==> config.mk <==
export PLATFORM = sky130hd
export DESIGN_NAME = power_on_lock_bank
export DESIGN_NICKNAME = d
export VERILOG_FILES = /design/src/rtl/power_on_lock_pkg.sv /design/src/rtl/power_on_lock_fail_ctr.sv /design/src/rtl/power_on_lock_bank.sv
export SDC_FILE = /design/constraint.sdc
export NUM_CORES = 1
export LEC_CHECK = 0
export CORE_MARGIN = 10
export CORE_UTILIZATION = 47
export DETAILED_ROUTE_END_ITERATION = 8
export PLACE_DENSITY = 0.8
export RECOVER_POWER = 100
export SETUP_SLACK_MARGIN = 0.05
export SYNTH_ARGS = -nofsm -noshare
export SYNTH_HDL_FRONTEND = slang
export SYNTH_SLANG_ARGS = --single-unit
==> constraint.sdc <==
create_clock -name clk -period 1.6 [get_ports clk]
set_input_delay 0.16 -clock clk [delete_from_list [all_inputs] [get_ports clk]]
set_output_delay 0.16 -clock clk [all_outputs]
set_load 0.03 [all_outputs]
==> src/rtl/power_on_lock_pkg.sv <==
// Shared types and constants for the power-on lock bank.
package power_on_lock_pkg;

    localparam int FAIL_CNT_W = 4;

    typedef enum logic [1:0] {
        IDLE    = 2'd0,
        CHECK   = 2'd1,
        RESP    = 2'd2,
        LOCKOUT = 2'd3
    } lock_state_t;

    typedef enum logic [1:0] {
        ERR_NONE    = 2'd0,
        ERR_KEY     = 2'd1,
        ERR_CH      = 2'd2,
        ERR_REFUSED = 2'd3
    } lock_err_t;

endpackage

==> src/rtl/power_on_lock_fail_ctr.sv <==
// Saturating wrong-key counter. `reached` compares the value the counter
// will hold after this edge, so the caller can raise lockout on the same edge.
module power_on_lock_fail_ctr
    import power_on_lock_pkg::*;
#(
    parameter int MAX_FAIL = 3
) (
    input  logic                  clk,
    input  logic                  resetn,
    input  logic                  inc,
    input  logic                  clr,
    output logic [FAIL_CNT_W-1:0] count,
    output logic                  reached
);

    localparam logic [FAIL_CNT_W-1:0] MAX_FAIL_C = FAIL_CNT_W'(MAX_FAIL);
    localparam logic [FAIL_CNT_W-1:0] CNT_MAX    = '1;

    logic [FAIL_CNT_W-1:0] count_sat_inc;
    logic [FAIL_CNT_W-1:0] count_d;

    always_comb begin
        count_sat_inc = (count == CNT_MAX) ? CNT_MAX : count + 1'b1;
        count_d       = count;
        if (clr) begin
            count_d = '0;
        end else if (inc) begin
            count_d = count_sat_inc;
        end
        reached = (count_d >= MAX_FAIL_C);
    end

    always_ff @(posedge clk or negedge resetn) begin
        if (!resetn) begin
            count <= '0;
        end else begin
            count <= count_d;
        end
    end

endmodule

==> src/rtl/power_on_lock_bank.sv <==
// Bank of power-on lock bits, each released by a keyed request; repeated
// wrong keys push the bank into a lockout that only reset clears.
module power_on_lock_bank
    import power_on_lock_pkg::*;
#(
    parameter int                NUM_CH     = 4,
    parameter int                KEY_W      = 16,
    parameter logic [KEY_W-1:0]  UNLOCK_KEY = 16'hA5C3,
    parameter int                MAX_FAIL   = 3,
    parameter logic [NUM_CH-1:0] ONCE_MASK  = '0
) (
    input  logic                  clk,
    input  logic                  resetn,
    // Handshake: a request is taken on a rising edge where unlock_valid and
    // unlock_ready are both 1; ch/key are captured only then. Each accepted
    // request gets exactly one unlock_ack pulse two cycles later, with
    // unlock_ok/unlock_err meaningful only while unlock_ack is 1.
    input  logic                  unlock_valid,
    output logic                  unlock_ready,
    input  logic [3:0]            unlock_ch,
    input  logic [KEY_W-1:0]      unlock_key,
    input  logic [NUM_CH-1:0]     relock,
    output logic                  unlock_ack,
    output logic                  unlock_ok,
    output logic [1:0]            unlock_err,
    output logic [NUM_CH-1:0]     locked,
    output logic                  lockout,
    output logic [FAIL_CNT_W-1:0] fail_count,
    output lock_state_t           dbg_state
);

    localparam logic [4:0] NUM_CH_C = 5'(NUM_CH);

    lock_state_t       state;
    lock_state_t       state_d;
    logic [3:0]        ch_q;
    logic [KEY_W-1:0]  key_q;
    logic [NUM_CH-1:0] used;

    logic              accept;
    logic              eval_ok;
    lock_err_t         eval_err;
    logic [15:0]       used_pad;
    logic [15:0]       once_pad;
    logic [15:0]       ch_onehot;
    logic [NUM_CH-1:0] clear_mask;
    logic              resp_ok;
    logic              fail_inc;
    logic              fail_reached;
    logic              lockout_set;

    assign accept    = unlock_valid & unlock_ready;
    assign used_pad  = 16'(used);
    assign once_pad  = 16'(ONCE_MASK);
    assign ch_onehot = 16'd1 << ch_q;
    assign dbg_state = state;

    // unlock_ok/unlock_err are non-zero only in RESP, so they double as the
    // registered result that RESP commits.
    assign resp_ok     = (state == RESP) && unlock_ok;
    assign fail_inc    = (state == RESP) && (unlock_err == ERR_KEY);
    assign lockout_set = fail_inc && fail_reached;
    assign clear_mask  = resp_ok ? ch_onehot[NUM_CH-1:0] : '0;

    always_comb begin
        eval_ok  = 1'b0;
        eval_err = ERR_NONE;
        if (lockout) begin
            eval_err = ERR_REFUSED;
        end else if ({1'b0, ch_q} >= NUM_CH_C) begin
            eval_err = ERR_CH;
        end else if (once_pad[ch_q] && used_pad[ch_q]) begin
            eval_err = ERR_REFUSED;
        end else if (key_q != UNLOCK_KEY) begin
            eval_err = ERR_KEY;
        end else begin
            eval_ok = 1'b1;
        end
    end

    always_comb begin
        state_d = state;
        case (state)
            IDLE, LOCKOUT: if (accept) state_d = CHECK;
            CHECK:         state_d = RESP;
            RESP:          state_d = (lockout || lockout_set) ? LOCKOUT : IDLE;
            default:       state_d = IDLE;
        endcase
    end

    always_ff @(posedge clk or negedge resetn) begin
        if (!resetn) begin
            state        <= IDLE;
            unlock_ready <= 1'b1;
            ch_q         <= '0;
            key_q        <= '0;
            unlock_ack   <= 1'b0;
            unlock_ok    <= 1'b0;
            unlock_err   <= ERR_NONE;
            locked       <= '1;
            used         <= '0;
            lockout      <= 1'b0;
        end else begin
            state        <= state_d;
            unlock_ready <= (state_d == IDLE) || (state_d == LOCKOUT);
            if (accept) begin
                ch_q  <= unlock_ch;
                key_q <= unlock_key;
            end
            unlock_ack <= (state == CHECK);
            unlock_ok  <= (state == CHECK) && eval_ok;
            unlock_err <= (state == CHECK) ? eval_err : ERR_NONE;
            // Relock is ORed last so it beats a same-cycle unlock.
            locked     <= (locked & ~clear_mask) | relock;
            used       <= used | clear_mask;
            lockout    <= lockout | lockout_set;
        end
    end

    power_on_lock_fail_ctr #(
        .MAX_FAIL (MAX_FAIL)
    ) u_fail_ctr (
        .clk     (clk),
        .resetn  (resetn),
        .inc     (fail_inc),
        .clr     (resp_ok),
        .count   (fail_count),
        .reached (fail_reached)
    );

endmodule

==> results of run 1 <==
-- registers in the layout, indices dropped and copies added (netlist names) --
name,count
ch_q,4
dbg_state,2
key_q,16
locked,4
lockout,1
u_fail_ctr.count,4
unlock_ack,1
unlock_err,2
unlock_ok,1
unlock_ready,1
-- worst max path at each step --
| stage | startpoint | to | slack (ns) | cells after the start |
|---|---|---|---|---|
| floorplan | u_fail_ctr.count[0]$_DFF_PN0_ | dbg_state[1]$_DFF_PN0_ | 0.04 | 5 |
| global placement | u_fail_ctr.count[1]$_DFF_PN0_ | dbg_state[1]$_DFF_PN0_ | 0.08 | 5 |
| detailed placement | u_fail_ctr.count[1]$_DFF_PN0_ | dbg_state[1]$_DFF_PN0_ | 0.05 | 5 |
| CTS | dbg_state[0]$_DFF_PN0_ | locked[0]$_DFF_PN1_ | 0.06 | 5 |
| global route | u_fail_ctr.count[1]$_DFF_PN0_ | lockout$_DFF_PN0_ | 0.03 | 5 |
| finish | dbg_state[0]$_DFF_PN0_ | dbg_state[0] | 0.09 | 2 |
-- layout by cell type (no fill, tap or decap), types with 3 or more instances in the layout --
cell,Yosys,layout
clkbuf_4,0,5
dfrtp_2,0,3
dfrtp_1,31,28
nand4_1,3,3
a21oi_1,3,3
a21o_1,4,4
dlygate4sd2_1,0,15
clkbuf_2,0,3
mux2_2,20,20
nand2_1,8,7
inv_1,5,5
dfstp_2,5,3
clkbuf_1,0,3
clkdlybuf4s50_1,0,25
-- routing by layer --
metal,up-vias,GRT usage,part of all wire
met5,-,0,0
met4,0,0.0376,0.015
met3,5,0.0581,0.084
met2,36,0.188,0.47
met1,567,0.129,0.43
li1,564,-,-
-- worst max-delay path: stages (launching register included) --
cell and delay [ns]:
dfrtp_2 0.40, clkbuf_1 0.16, dlygate4sd2_1 0.43
-- synthesized netlist by cell type, types with 2 or more instances --
| master | number | area (µm²) |
|---|---|---|
| nor2_1 | 3 | 11.3 |
| ha_1 | 3 | 37.5 |
| inv_1 | 5 | 18.8 |
| a31oi_1 | 2 | 12.5 |
| nand4_1 | 3 | 18.8 |
| buf_2 | 3 | 15.0 |
| mux2_2 | 20 | 225 |
| nor4bb_1 | 2 | 20.0 |
| nand4b_1 | 2 | 17.5 |
| nor3_1 | 2 | 10.0 |
| dfstp_2 | 5 | 131 |
| a21oi_1 | 3 | 15.0 |
| nand3b_1 | 2 | 15.0 |
| dfrtp_1 | 31 | 776 |
| a21o_1 | 4 | 30.0 |
| o21ai_0 | 2 | 10.0 |
| nand2_1 | 8 | 30.0 |
-- power breakdown --
group          internal [mW]  switching [mW]  leakage [nW]
clock network          0.415           0.314        0.0515
logic                  0.767           0.798         0.445
registers               1.29           0.269         0.425
-- logic make-up after synthesis --
kind of cell,after synthesis
fa+ha+maj,3
flops,36
compound gates,21
xor+xnor,1
mux,21
simple gates,34
buf+inv,8
-- metrics by stage --
stage / instances / setup WS, ns
after floorplan: 124 / 0.0359
after global placement: 215 / 0.0822
after detailed placement: 215 / 0.0471
after CTS: 223 / 0.0621
after global routing: 224 / 0.0261
final: 224 / 0.0950
-- final cells by class --
class | instances | area, µm²
tap | 46 | 57.6
timing repair buffer | 49 | 433
fill | 284 | 1120
inverter | 5 | 18.8
sequential | 36 | 911
clock inverter | 1 | 30.0
clock buffer | 7 | 65.1
multi-input combinational | 80 | 676
-- what timing repair did --
item	in CTS	in global routing
setup endpoints to repair	18	7
setup buffers	0	1
gates resized for setup	17	7
pin swaps	0	3
==> metrics.cfg, run 1 <==
[min_path]
hold_depth=2
min_path_type=in -> reg
hold_start=relock[3]
min_to=locked[3]$_DFF_PN1_

[timing]
timing.final.max_slew_violations=0
finalCritPeriodShare=0.941
slew_headroom=0.433
min_period_ns=1.51
hold-worst-slack_ns=0.345
tightest_slew_ns=0.850
setup_tns_ns=0
rsz0062_at_grt=no
fin_worst_skew_ns=0.0165
fmax_ghz=0.664
final_hold_viol_count=0
setup_violations=0

[cts]
hold_buffers=0
clk_pin_slew_worst_paths_ns=0.12
cts_tree=built
cts-root-buf=clkbuf_4
cts.sinks=36
worst_skew_pair.late_latency_ns=0.35
numCtsBuffers=5
cts_buffer_depth=2
cts-htree-levels=2

[cells_and_area]
drive_above_1_share=0.270
diodes=0
area.growth.synth_to_final_pct=38.0
final_nets=207
finalInstanceArea_um2=2190
post-route-util=0.662

[run_status]
status=finished clean

[synthesis]
ys_seq_area_frac=0.571
yosysWarnings=0
synthMuxAreaShare=0.148
yosys.area_share.adder=0.0236
avgSynthCellArea_um2=12.8
netlist_area_um2=1590
synth_edf_count=0
synth_cell_type_count=41
synth.ff_latch_count=36
synth-xor-area-share=0.00552
synth_cells=124
synth_top_family_by_area=multiplexers
synth-async-reset-ratio=1.00
yosys.area_share.simple=0.135
synth-compound-area-share=0.0954
synth_flop_cell=dfrtp_1
postSynthNetCount=154

[route]
vias_per_cell=5.23
wire_per_inst_um=15.4
final_antenna_net_count=0
routed_wl_um=3440
drcViolationCount=0
drt_first_iter_violations=46
vias=1172
drtPass1Iterations=4

[setup_path]
path_class=reg -> out
reg2reg_to=key_q[2]$_DFFE_PN0P_
crit_arrival_ns=1.35
r2r_start=unlock_ready$_DFF_PN1_
r2r_cells=3
ff2ff_setup_slack_ns=0.11
endpoint_kind=output port
critPathLaunchType=register
crit_fanout=3
cp.required_ns=1.44

[pwr]
ir_worst_vdd_mv=0.769
power_density_nw_per_um2=1760
finalPower_mw=3.86
p_leak_nw=0.921

[placement]
io_buffers=42
placed_area_um2=2110
dp_hpwl_um=2630
gp_congestion=0.845

[floorplan]
fp.coreArea_um2=3310
io_pins=43
die_width_um=78.1
core.rowCount=21
start_util=0.480
die-area_um2=6100
die_h_um=78.1

[grt]
grt_pass1_wl_um=5800
track_usage=0.116
grt.overflow.total=0
grt_pass1_vias=1255
antenna_found_initial=0
grt_max_degree=37

[flow_run]
drv_cap=0

Note: power is estimated with default switching activity, not from simulation.
==> run 2, diff against run 1 <==
- CORE_UTILIZATION: 47 -> 49
- CTS_BUF_LIST: unset -> sky130_fd_sc_hd__clkbuf_4
- PLACE_DENSITY: 0.8 -> 0.83
==> run 2 against run 1 <==
Effect of this change: sequential share of layout area increased by 0.46 points; largest power group unchanged; largest cell class unchanged; sequential power about the same; core utilization increased by 4.2 points; non-clock buffer count increased by 1.
==> metrics.cfg, run 2 (synthesis gave the netlist of run 1 again) <==
[cells_and_area]
fill_cells=237  ; -17%
drive_above_1_share=0.274  ; +0.00408
layout_commonest_cell=dfrtp_1
multi_input_area_um2=691  ; +2.2%
area.growth.synth_to_final_pct=36.5
fin_cells=223  ; -0.45%
seq_area_um2=911  ; unchanged
layout_common_cells=dfrtp_1, clkdlybuf4s50_1, mux2_2
final_nets=208  ; +0.48%
diodes=0  ; unchanged
regMostFlops=key_q
finalInstanceArea_um2=2170  ; -1.1%
largest_register_ffs=16  ; unchanged

[timing]
timing.final.max_slew_violations=0  ; unchanged
finalCritPeriodShare=0.941  ; about the same
setup_tns_ns=0  ; unchanged
fin_worst_skew_ns=0.0198  ; +0.00326 ns
min_period_ns=1.51  ; +0.00131 ns
final_hold_viol_count=0  ; unchanged
tightest_slew_ns=0.857  ; +0.00691 ns
slew_headroom=0.429  ; -0.00461
fmax_ghz=0.664  ; about the same
setup_violations=0  ; unchanged
rsz0062_at_grt=no

[grt]
grt_pass1_vias=1301  ; +3.7%
track_usage=0.123  ; +0.00730
grt_max_degree=37  ; unchanged
grt.overflow.total=0  ; unchanged
antenna_found_initial=0  ; unchanged
grt_pass1_wl_um=5930  ; +2.2%

[placement]
io_buffers=42  ; unchanged
dp_hpwl_um=2820  ; +7.4%
placed_area_um2=2130  ; +0.59%
gp_congestion=0.880  ; +4.2%
dp_cells=215  ; unchanged

[route]
drt_first_iter_violations=72  ; +57%
final_antenna_net_count=0  ; unchanged
vias_per_cell=5.44  ; +4.0%
drcViolationCount=0  ; unchanged
wire_per_inst_um=16.8  ; +9.4%
drtPass1Iterations=4  ; unchanged
vias=1214  ; +3.6%
routed_wl_um=3750  ; +8.9%

[setup_path]
slowest_delay_ns=0.47  ; +0.04 ns
endpoint_kind=register
path_class=reg -> reg
critPathLaunchType=register
ff2ff_setup_slack_ns=0.09  ; -0.02 ns
cp.required_ns=1.89  ; +0.45 ns
crit_fanout=5  ; +2
crit_chain=inv_1 -> ha_4 -> nand2_1 -> or4b_1 -> a21o_1
worst_path_max_delay_cell=or4b_1
worst-path-buf-inv=1  ; -1
cp_top_family=simple AND/OR/NAND/NOR gates
crit_arrival_ns=1.80  ; +0.45 ns

[pwr]
p_leak_nw=0.911  ; -1.1%
power_density_nw_per_um2=1690  ; -3.9%
ir_worst_vdd_mv=0.775  ; +0.83%

[cts]
cts_tree=built
cts_setup_buffers=0  ; unchanged
cts-htree-levels=2  ; unchanged
worst_skew_pair.late_latency_ns=0.35  ; about the same
cts_buffer_depth=2  ; unchanged
cts.sinks=36  ; unchanged
cts-root-buf=clkbuf_4
clk_pin_slew_worst_paths_ns=0.12  ; about the same
numCtsBuffers=5  ; unchanged

[floorplan]
core.rowCount=20  ; -4.8%
fp.coreArea_um2=3080  ; -7.0%
io_pins=43  ; unchanged
die_width_um=76.9  ; -1.5%
start_util=0.516  ; +0.0363
die-area_um2=5920  ; -3.0%
die_h_um=76.9  ; -1.5%

[flow_run]
drv_cap=0  ; unchanged

[run_status]
status=finished clean

[min_path]
min_path_type=in -> reg

[run 2: cell types whose count changed in the layout (fill, tap and decap cells not counted), sizes merged]
cell	before	now
buf	2	3
bufinv	1	0
clkbuf	13	11
clkinv	0	3
[run 2: repair_timing]
item	in CTS	in global routing
resized for setup	18	7
pin swaps	0	2
setup endpoints to repair	19	7
hold buffers	0	0
[run 2: stage by stage]
step / setup WS (ns) / total power, mW / utilization / hold slack (ns)
2_1_floorplan: 0.0359 / 2.59 / - / -0.136
3_3_place_gp: 0.104 / 3.17 / 0.691 / 0.461
3_5_place_dp: -0.00932 / 3.27 / 0.691 / 0.472
4_1_cts: 0.0708 / 3.67 / 0.705 / 0.221
5_1_grt: 0.0514 / 3.89 / 0.704 / 0.338
6_report: 0.0937 / 3.66 / 0.704 / 0.352
[run 2: report_power, final]
part           internal, mW  total (mW)  switching [mW]
Clock                 0.161       0.470           0.309
Sequential             1.29        1.57           0.271
Combinational         0.797        1.63           0.832
[run 2: path summary, 6_finish.rpt]
kind                                                 end                    from  cells after the start
setup / recovery                     locked[0]$_DFF_PN1_  dbg_state[0]$_DFF_PN0_                      5
hold / removal                       locked[1]$_DFF_PN1_               relock[1]                      2
setup reg to reg                     locked[0]$_DFF_PN1_  dbg_state[0]$_DFF_PN0_                      5
hold reg to reg                      unlock_ok$_DFF_PN0_     ch_q[2]$_DFFE_PN0P_                      1
max in group asynchronous  u_fail_ctr.count[0]$_DFF_PN0_                  resetn                      2
min in group asynchronous        unlock_err[0]$_DFF_PN0_                  resetn                      2
[run 2: area by class of cell]
cell class / instances / area share
inverters: 5 / 0.00866
multi-input cells: 80 / 0.319
clock buffers: 5 / 0.0173
clock inverters: 3 / 0.00635
repair buffers: 50 / 0.203
well taps: 44 / 0.0254
flip-flops and latches: 36 / 0.420
[run 2: per-layer routing]
layer  vias up  global-route usage  share of wire
li1        563                   -              -
met1       603               0.118           0.38
met2        41               0.221           0.53
met3         7              0.0618          0.077
met4         0              0.0428          0.015
met5         -                   0              0
